==> src/rtl/mips_mem_pkg.sv <==
// Shared types for the MIPS memory responder: FSM states, request kinds and the
// request record held in the active and pending slots.
package mips_mem_pkg;

  typedef enum logic [1:0] {ST_IDLE, ST_ACCESS, ST_RESP} state_e;
  typedef enum logic [1:0] {REQ_NONE, REQ_INS, REQ_RD, REQ_WR} req_kind_e;

  // Record fields are sized for the widest supported bus; narrower builds zero-extend.
  localparam int REQ_WIDTH = 32;

  typedef struct packed {
    req_kind_e            kind;
    logic [REQ_WIDTH-1:0] addr;
    logic [REQ_WIDTH-1:0] data;
  } req_t;

  function automatic req_t make_req(req_kind_e kind, logic [REQ_WIDTH-1:0] addr,
                                    logic [REQ_WIDTH-1:0] data);
    req_t r;
    r.kind = kind;
    r.addr = addr;
    r.data = data;
    return r;
  endfunction

endpackage

==> src/rtl/mips_sp_ram.sv <==
// Single-port synchronous word RAM with registered read data; the array is never reset.
module mips_sp_ram #(
  parameter int BUS_WIDTH  = 16,
  parameter int ADDR_WIDTH = 8
) (
  input  logic                  clk,
  input  logic                  en,
  input  logic                  we,
  input  logic [ADDR_WIDTH-1:0] addr,
  input  logic [BUS_WIDTH-1:0]  wdata,
  output logic [BUS_WIDTH-1:0]  rdata
);

  logic [BUS_WIDTH-1:0] mem_q [2**ADDR_WIDTH];
  logic [BUS_WIDTH-1:0] rdata_q;

  always_ff @(posedge clk) begin
    if (en) begin
      if (we) mem_q[addr] <= wdata;
      rdata_q <= mem_q[addr];
    end
  end

  assign rdata = rdata_q;

endmodule

==> src/rtl/mips_mem_responder.sv <==
// Memory-side responder for the multicycle MIPS control unit: one active request,
// one pending slot, WAIT_CYCLES extra access cycles, held results and one-cycle pulses.
module mips_mem_responder #(
  parameter int BUS_WIDTH   = 16,
  parameter int ADDR_WIDTH  = 8,
  parameter int WAIT_CYCLES = 1
) (
  input  logic                 clk,
  input  logic                 rst_n,
  input  logic                 InsRead,
  input  logic                 MemRead,
  input  logic                 MemWrite,
  input  logic [BUS_WIDTH-1:0] PCAddr,
  input  logic [BUS_WIDTH-1:0] DataAddr,
  input  logic [BUS_WIDTH-1:0] WrData,
  output logic [BUS_WIDTH-1:0] InsOut,
  output logic [BUS_WIDTH-1:0] RdData,
  output logic                 InsValid,
  output logic                 RdValid,
  output logic                 WrDone,
  output logic                 Busy,
  output logic                 Overflow
);
  import mips_mem_pkg::*;

  state_e               state_q, state_d;
  logic [3:0]           cnt_q, cnt_d;
  req_t                 act_q, act_d, pend_q, pend_d;
  logic [BUS_WIDTH-1:0] ins_out_q, ins_out_d, rd_data_q, rd_data_d;
  logic                 ins_valid_q, ins_valid_d, rd_valid_q, rd_valid_d;
  logic                 wr_done_q, wr_done_d, overflow_q, overflow_d;

  req_t                 wr_req, rd_req, ins_req, in0, in1;
  logic [1:0]           n_in;
  logic                 admit;
  logic                 ram_en, ram_we;
  logic [BUS_WIDTH-1:0] ram_rdata;
  logic                 unused_hi;

  assign wr_req  = make_req(REQ_WR,  REQ_WIDTH'(DataAddr), REQ_WIDTH'(WrData));
  assign rd_req  = make_req(REQ_RD,  REQ_WIDTH'(DataAddr), REQ_WIDTH'(WrData));
  assign ins_req = make_req(REQ_INS, REQ_WIDTH'(PCAddr),   REQ_WIDTH'(WrData));

  // Sort this cycle's strobes into priority order: in0 highest, in1 next.
  always_comb begin
    in0  = '0;
    in1  = '0;
    n_in = 2'd0;
    if (MemWrite) begin
      in0  = wr_req;
      n_in = 2'd1;
    end
    if (MemRead) begin
      if (n_in == 2'd0) in0 = rd_req;
      else              in1 = rd_req;
      n_in = n_in + 2'd1;
    end
    if (InsRead) begin
      if (n_in == 2'd0)      in0 = ins_req;
      else if (n_in == 2'd1) in1 = ins_req;
      n_in = n_in + 2'd1;
    end
  end

  always_ff @(posedge clk) begin
    if (!rst_n) begin
      state_q     <= ST_IDLE;
      cnt_q       <= '0;
      act_q       <= '0;
      pend_q      <= '0;
      ins_out_q   <= '0;
      rd_data_q   <= '0;
      ins_valid_q <= 1'b0;
      rd_valid_q  <= 1'b0;
      wr_done_q   <= 1'b0;
      overflow_q  <= 1'b0;
    end else begin
      state_q     <= state_d;
      cnt_q       <= cnt_d;
      act_q       <= act_d;
      pend_q      <= pend_d;
      ins_out_q   <= ins_out_d;
      rd_data_q   <= rd_data_d;
      ins_valid_q <= ins_valid_d;
      rd_valid_q  <= rd_valid_d;
      wr_done_q   <= wr_done_d;
      overflow_q  <= overflow_d;
    end
  end

  // A RESP with nothing pending frees the active slot, so it admits strobes like IDLE.
  always_comb begin
    state_d    = state_q;
    cnt_d      = cnt_q;
    act_d      = act_q;
    pend_d     = pend_q;
    overflow_d = overflow_q;
    admit      = 1'b0;
    case (state_q)
      ST_IDLE:   admit = 1'b1;
      ST_ACCESS: begin
        if (cnt_q != 4'd0) cnt_d = cnt_q - 4'd1;
        else               state_d = ST_RESP;
      end
      ST_RESP: begin
        if (pend_q.kind != REQ_NONE) begin
          act_d   = pend_q;
          pend_d  = '0;
          cnt_d   = 4'(WAIT_CYCLES);
          state_d = ST_ACCESS;
        end else begin
          admit   = 1'b1;
          state_d = ST_IDLE;
        end
      end
      default:   state_d = ST_IDLE;
    endcase

    if (admit) begin
      if (n_in != 2'd0) begin
        act_d   = in0;
        cnt_d   = 4'(WAIT_CYCLES);
        state_d = ST_ACCESS;
      end
      if (n_in >= 2'd2) pend_d = in1;
      if (n_in == 2'd3) overflow_d = 1'b1;
    end else if (n_in != 2'd0) begin
      if (pend_d.kind == REQ_NONE) pend_d = in0;
      else                         overflow_d = 1'b1;
      if (n_in >= 2'd2) overflow_d = 1'b1;
    end
  end

  // RAM is touched only on the last ACCESS cycle; reset at that edge suppresses the write.
  always_comb begin
    ram_en      = rst_n && (state_q == ST_ACCESS) && (cnt_q == 4'd0);
    ram_we      = ram_en && (act_q.kind == REQ_WR);
    ins_valid_d = 1'b0;
    rd_valid_d  = 1'b0;
    wr_done_d   = 1'b0;
    ins_out_d   = ins_out_q;
    rd_data_d   = rd_data_q;
    if (state_q == ST_RESP) begin
      case (act_q.kind)
        REQ_INS: begin
          ins_valid_d = 1'b1;
          ins_out_d   = ram_rdata;
        end
        REQ_RD: begin
          rd_valid_d = 1'b1;
          rd_data_d  = ram_rdata;
        end
        REQ_WR:  wr_done_d = 1'b1;
        default: ;
      endcase
    end
  end

  mips_sp_ram #(
    .BUS_WIDTH (BUS_WIDTH),
    .ADDR_WIDTH(ADDR_WIDTH)
  ) u_ram (
    .clk  (clk),
    .en   (ram_en),
    .we   (ram_we),
    .addr (act_q.addr[ADDR_WIDTH-1:0]),
    .wdata(act_q.data[BUS_WIDTH-1:0]),
    .rdata(ram_rdata)
  );

  assign unused_hi = ^{act_q.addr, act_q.data};

  assign InsOut   = ins_out_q;
  assign RdData   = rd_data_q;
  assign InsValid = ins_valid_q;
  assign RdValid  = rd_valid_q;
  assign WrDone   = wr_done_q;
  assign Overflow = overflow_q;
  assign Busy     = (state_q != ST_IDLE) || (pend_q.kind != REQ_NONE);

endmodule

==> config.mk <==
export PLATFORM = sky130hd
export DESIGN_NAME = mips_mem_responder
export DESIGN_NICKNAME = d
export VERILOG_FILES = /design/src/rtl/mips_mem_pkg.sv /design/src/rtl/mips_sp_ram.sv /design/src/rtl/mips_mem_responder.sv
export SDC_FILE = /design/constraint.sdc
export NUM_CORES = 2
export LEC_CHECK = 0
export BUFFER_PORTS_ARGS = -buffer_cell sky130_fd_sc_hd__buf_4
export CORE_MARGIN = 2
export CORE_UTILIZATION = 40
export DETAILED_ROUTE_END_ITERATION = 16
export GPL_ROUTABILITY_DRIVEN = 0
export PLACE_DENSITY_LB_ADDON = 0.2
export SYNTH_ARGS = -nofsm -noshare
export SYNTH_HDL_FRONTEND = slang
export SYNTH_SLANG_ARGS = --single-unit
==> constraint.sdc <==
create_clock -name clk -period 4.5 [get_ports clk]
set_input_delay 0.675 -clock clk [delete_from_list [all_inputs] [get_ports clk]]
set_output_delay 0.675 -clock clk [all_outputs]
set_load 0.005 [all_outputs]
==> results.yml <==
detailed_routing:
  drt-total-wl_um: 429000
  final_antenna_net_count: 0
  routed_via_density: 5.82
  wl_per_cell_um: 31.6
  drt_first_pass_iters: 6
  drcViolationCount: 0
  drt_first_iter_violations: 9415
  vias: 78906
grt:
  grt_start_max_net_pins: 151
  met3_usage_pct: 3.15
  grt_use_met1_pct: 30.1
  track_usage_pct: 20.8
  grt_use_met2_pct: 32.8
  grt_overflow_total: 0
  grt_pass1_wl_um: 603000
  antenna_found_initial: 20
  busiest_layer: "met2"
  grt_pass1_vias: 79114
setup_path:
  reg2reg_depth: 7
  end_kind: "flip-flop"
  arrival_ps: 4950
  cp-start-kind: "flip-flop"
  cp_max_fo: 22
  crit_type: "flip-flop to flip-flop"
  rr_endpoint: "u_ram.rdata[11]"
  reg2reg_from: "act_q[32]"
  rrSetupSlack_ps: 250
  critPathRequiredTime_ps: 5210
place:
  place_inst: 12736
  hpwl_um: 254000
  pre_cts_slack_ps: 169
  port-buffer-count: 73
clock_network:
  clk_pin_slew_ps: 60
  clockBufferDepth: 4
  cts_made_buffers: 429
  clk_latency_ps: 1000
  h-tree-depth: 5
  cts_resized: 0
  cts.hold.buffers_added: 17
  postCtsSetupBuffers: 0
  cts-root-buf: "clkbuf_16"
  tritoncts: "built"
  clkSinkCount: 4206
pwr:
  power.switching_mw: 24.8
  ir_worst_vdd_mv: 0.388
  internal_power_mw: 69.3
  p_seq_share_pct: 47.8
  switching_share_pct: 26.4
  pwr-share-comb_pct: 15.3
  p_per_area_nw_per_um2: 509
  leakage_nw: 57.6
  pwr-share-clk_pct: 36.9
  power.total_mw: 94.2
synthesis:
  synth_edf_count: 4112
  yosys.area.top_type_share_pct: 77.2
  yosysWarningCount: 0
  synthTopCellsByArea: "edfxtp_1 (77%), mux4_2 (14%), a22oi_1 (2.4%), dfxtp_1 (1.2%), a21oi_1 (0.95%)"
  async_flop_share_pct: 0
  ys_seq_area_share_pct: 78.4
  synth_ff_type: "edfxtp_1"
  synth_area_um2: 160000
  synth-seq-cells: 4206
  synth.avg_cell_area_um2: 22.1
  synth_cell_type_count: 48
  yosysTopAreaCell: "edfxtp_1"
  syn_nets: 7310
  synthCells: 7246
hold_path:
  hp-class: "input pin to flip-flop"
  hold_end: "act_q[64]"
  min-delay-start: "InsRead"
  whs_path_depth: 4
run_status:
  status: "finished, final reports clean"
sta:
  fin_worst_skew_ps: 62.5
  finalCritPeriodShare_pct: 94.3
  finalWorstSetupSlack_ps: 255
  maxSlewViolCount: 0
  fmax_mhz: 236
  setup_violations: 0
  rsz0062_at_grt: "no"
  tightest_slew_ps: 1240
  hold_viol: 0
  tns_ps: 0
  relSlewSlack_pct: 17.2
  min_period_ps: 4250
cells_and_area:
  nFillCells: 32959
  area.growth.synth_to_final_pct: 15.7
  fin_util_pct: 46.4
  fin_nets: 7983
  drive_gt1_share_pct: 29.6
  multi_input_area_um2: 33000
  seqCellArea_um2: 125000
  final-instance-count-excl-fill: 13564
floorplan:
  core_region_area_um2: 399000
  io_pins: 90
  die_area_um2: 405000
  start_util_pct: 40.1
  rows: 232
  die_h_um: 636
  die_w_um: 636
run:
  drv_cap: 0
==> critical path: stages, from the launching register on <==
cell and delay, ps:
dfxtp_4 830, buf_12 350, buf_4 400, mux4_2 590
a22oi_1 490, a21oi_1 150, o41ai_1 860, nand4_1 150
==> area by class of cell <==
class | count | area share, %
diodes | 10 | 0.0135
clock buffers | 528 | 6.07
clock inverters | 273 | 1.31
inverters | 19 | 0.0385
multi-input cells | 2562 | 17.8
flip-flops and latches | 4206 | 67.8
well taps | 5265 | 3.56
repair buffers | 701 | 3.41
==> synthesized netlist by cell type (20+ instances only) <==
cell and count:
a211oi_1 20, a21oi_1 302, a22oi_1 519, buf_1 37
buf_2 81, buf_4 21, clkbuf_1 304, dfxtp_1 94
edfxtp_1 4112, mux4_2 1024, nand2_1 120, nand3_1 26
nand4_1 35, nor2_1 289, o41ai_1 64
==> metrics by stage <==
stage	hold slack (ps)	cell area, µm²
after floorplan	447	160000
after global placement	452	171000
after detailed placement	453	171000
after CTS	64.3	185000
after global routing	186	185000
final	135	185000
==> power groups by stage <==
stage / Combinational [mW] / Sequential [mW] / Clock, mW
2_1_floorplan: 7.84 / 46.3 / 0
3_3_place_gp: 14.4 / 45.8 / 0
3_5_place_dp: 14.6 / 45.8 / 0
4_1_cts: 14.6 / 45.0 / 35.4
5_1_grt: 15.2 / 45.0 / 36.8
6_report: 14.4 / 45.0 / 34.7
==> worst max path at each step <==
stage,from,end,slack (ps)
detailed placement,act_q[32],u_ram.rdata[11],170
finish,act_q[32],u_ram.rdata[11],250
floorplan,act_q[0],u_ram.mem_q[0][0],250
global route,cnt_q[0],u_ram.mem_q[53][1],220
CTS,act_q[32],u_ram.rdata[11],170
global placement,act_q[32],u_ram.rdata[11],140
==> placed cells by master, fill, tap and decap left out, types with 8 or more instances in the layout <==
cell and instances:
a221oi_1 19, bufinv_16 32, buf_12 81, a21oi_1 301
edfxtp_1 4112, nand3_1 22, clkinv_2 98, clkbuf_16 433
nand4_1 35, o21a_1 9, dfxtp_4 18, nand2_2 12
clkbuf_1 90, o2bb2ai_1 16, o41ai_2 25, dfxtp_1 76
o41ai_1 32, a211oi_1 20, dlygate4sd3_1 17, and3_1 9
nand2_1 104, inv_1 18, ha_1 10, nor2_1 255
a22oi_1 519, mux2_2 8, nor2_2 33, a311oi_1 18
mux2i_1 16, buf_4 603, clkinv_1 96, clkinvlp_4 18
inv_6 8, diode_2 10, mux4_2 1024
==> sequential cells by signal (all words and copies together), names as in the netlist <==
| signal | count |
|---|---|
| u_ram.mem_q | 4096 |
| act_q | 26 |
| pend_q | 26 |
| InsOut | 16 |
| RdData | 16 |
| u_ram.rdata | 16 |
| cnt_q | 4 |
| state_q | 2 |
| InsValid | 1 |
| Overflow | 1 |
| RdValid | 1 |
| WrDone | 1 |
==> routing by layer <==
metal / routed length, µm / vias to the layer above
met1: 183000 / 42865
met3: 29500 / 598
met4: 13000 / 0
met5: 0 / -
met2: 204000 / 3072
li1: - / 32371
==> cell families after synthesis <==
family                     after synthesis  synth area share (%)
xor gates and xnor gates                 1               0.00548
DFF                                   4206                  78.4
and+or+nand+nor                        508                  1.33
muxes                                 1048                  14.6
AOI/OAI and AO/OA                      994                  4.28
adders and majority gates               11                0.0908
buffers and inverters                  478                  1.31
Note: power is estimated with default switching activity, not from simulation.
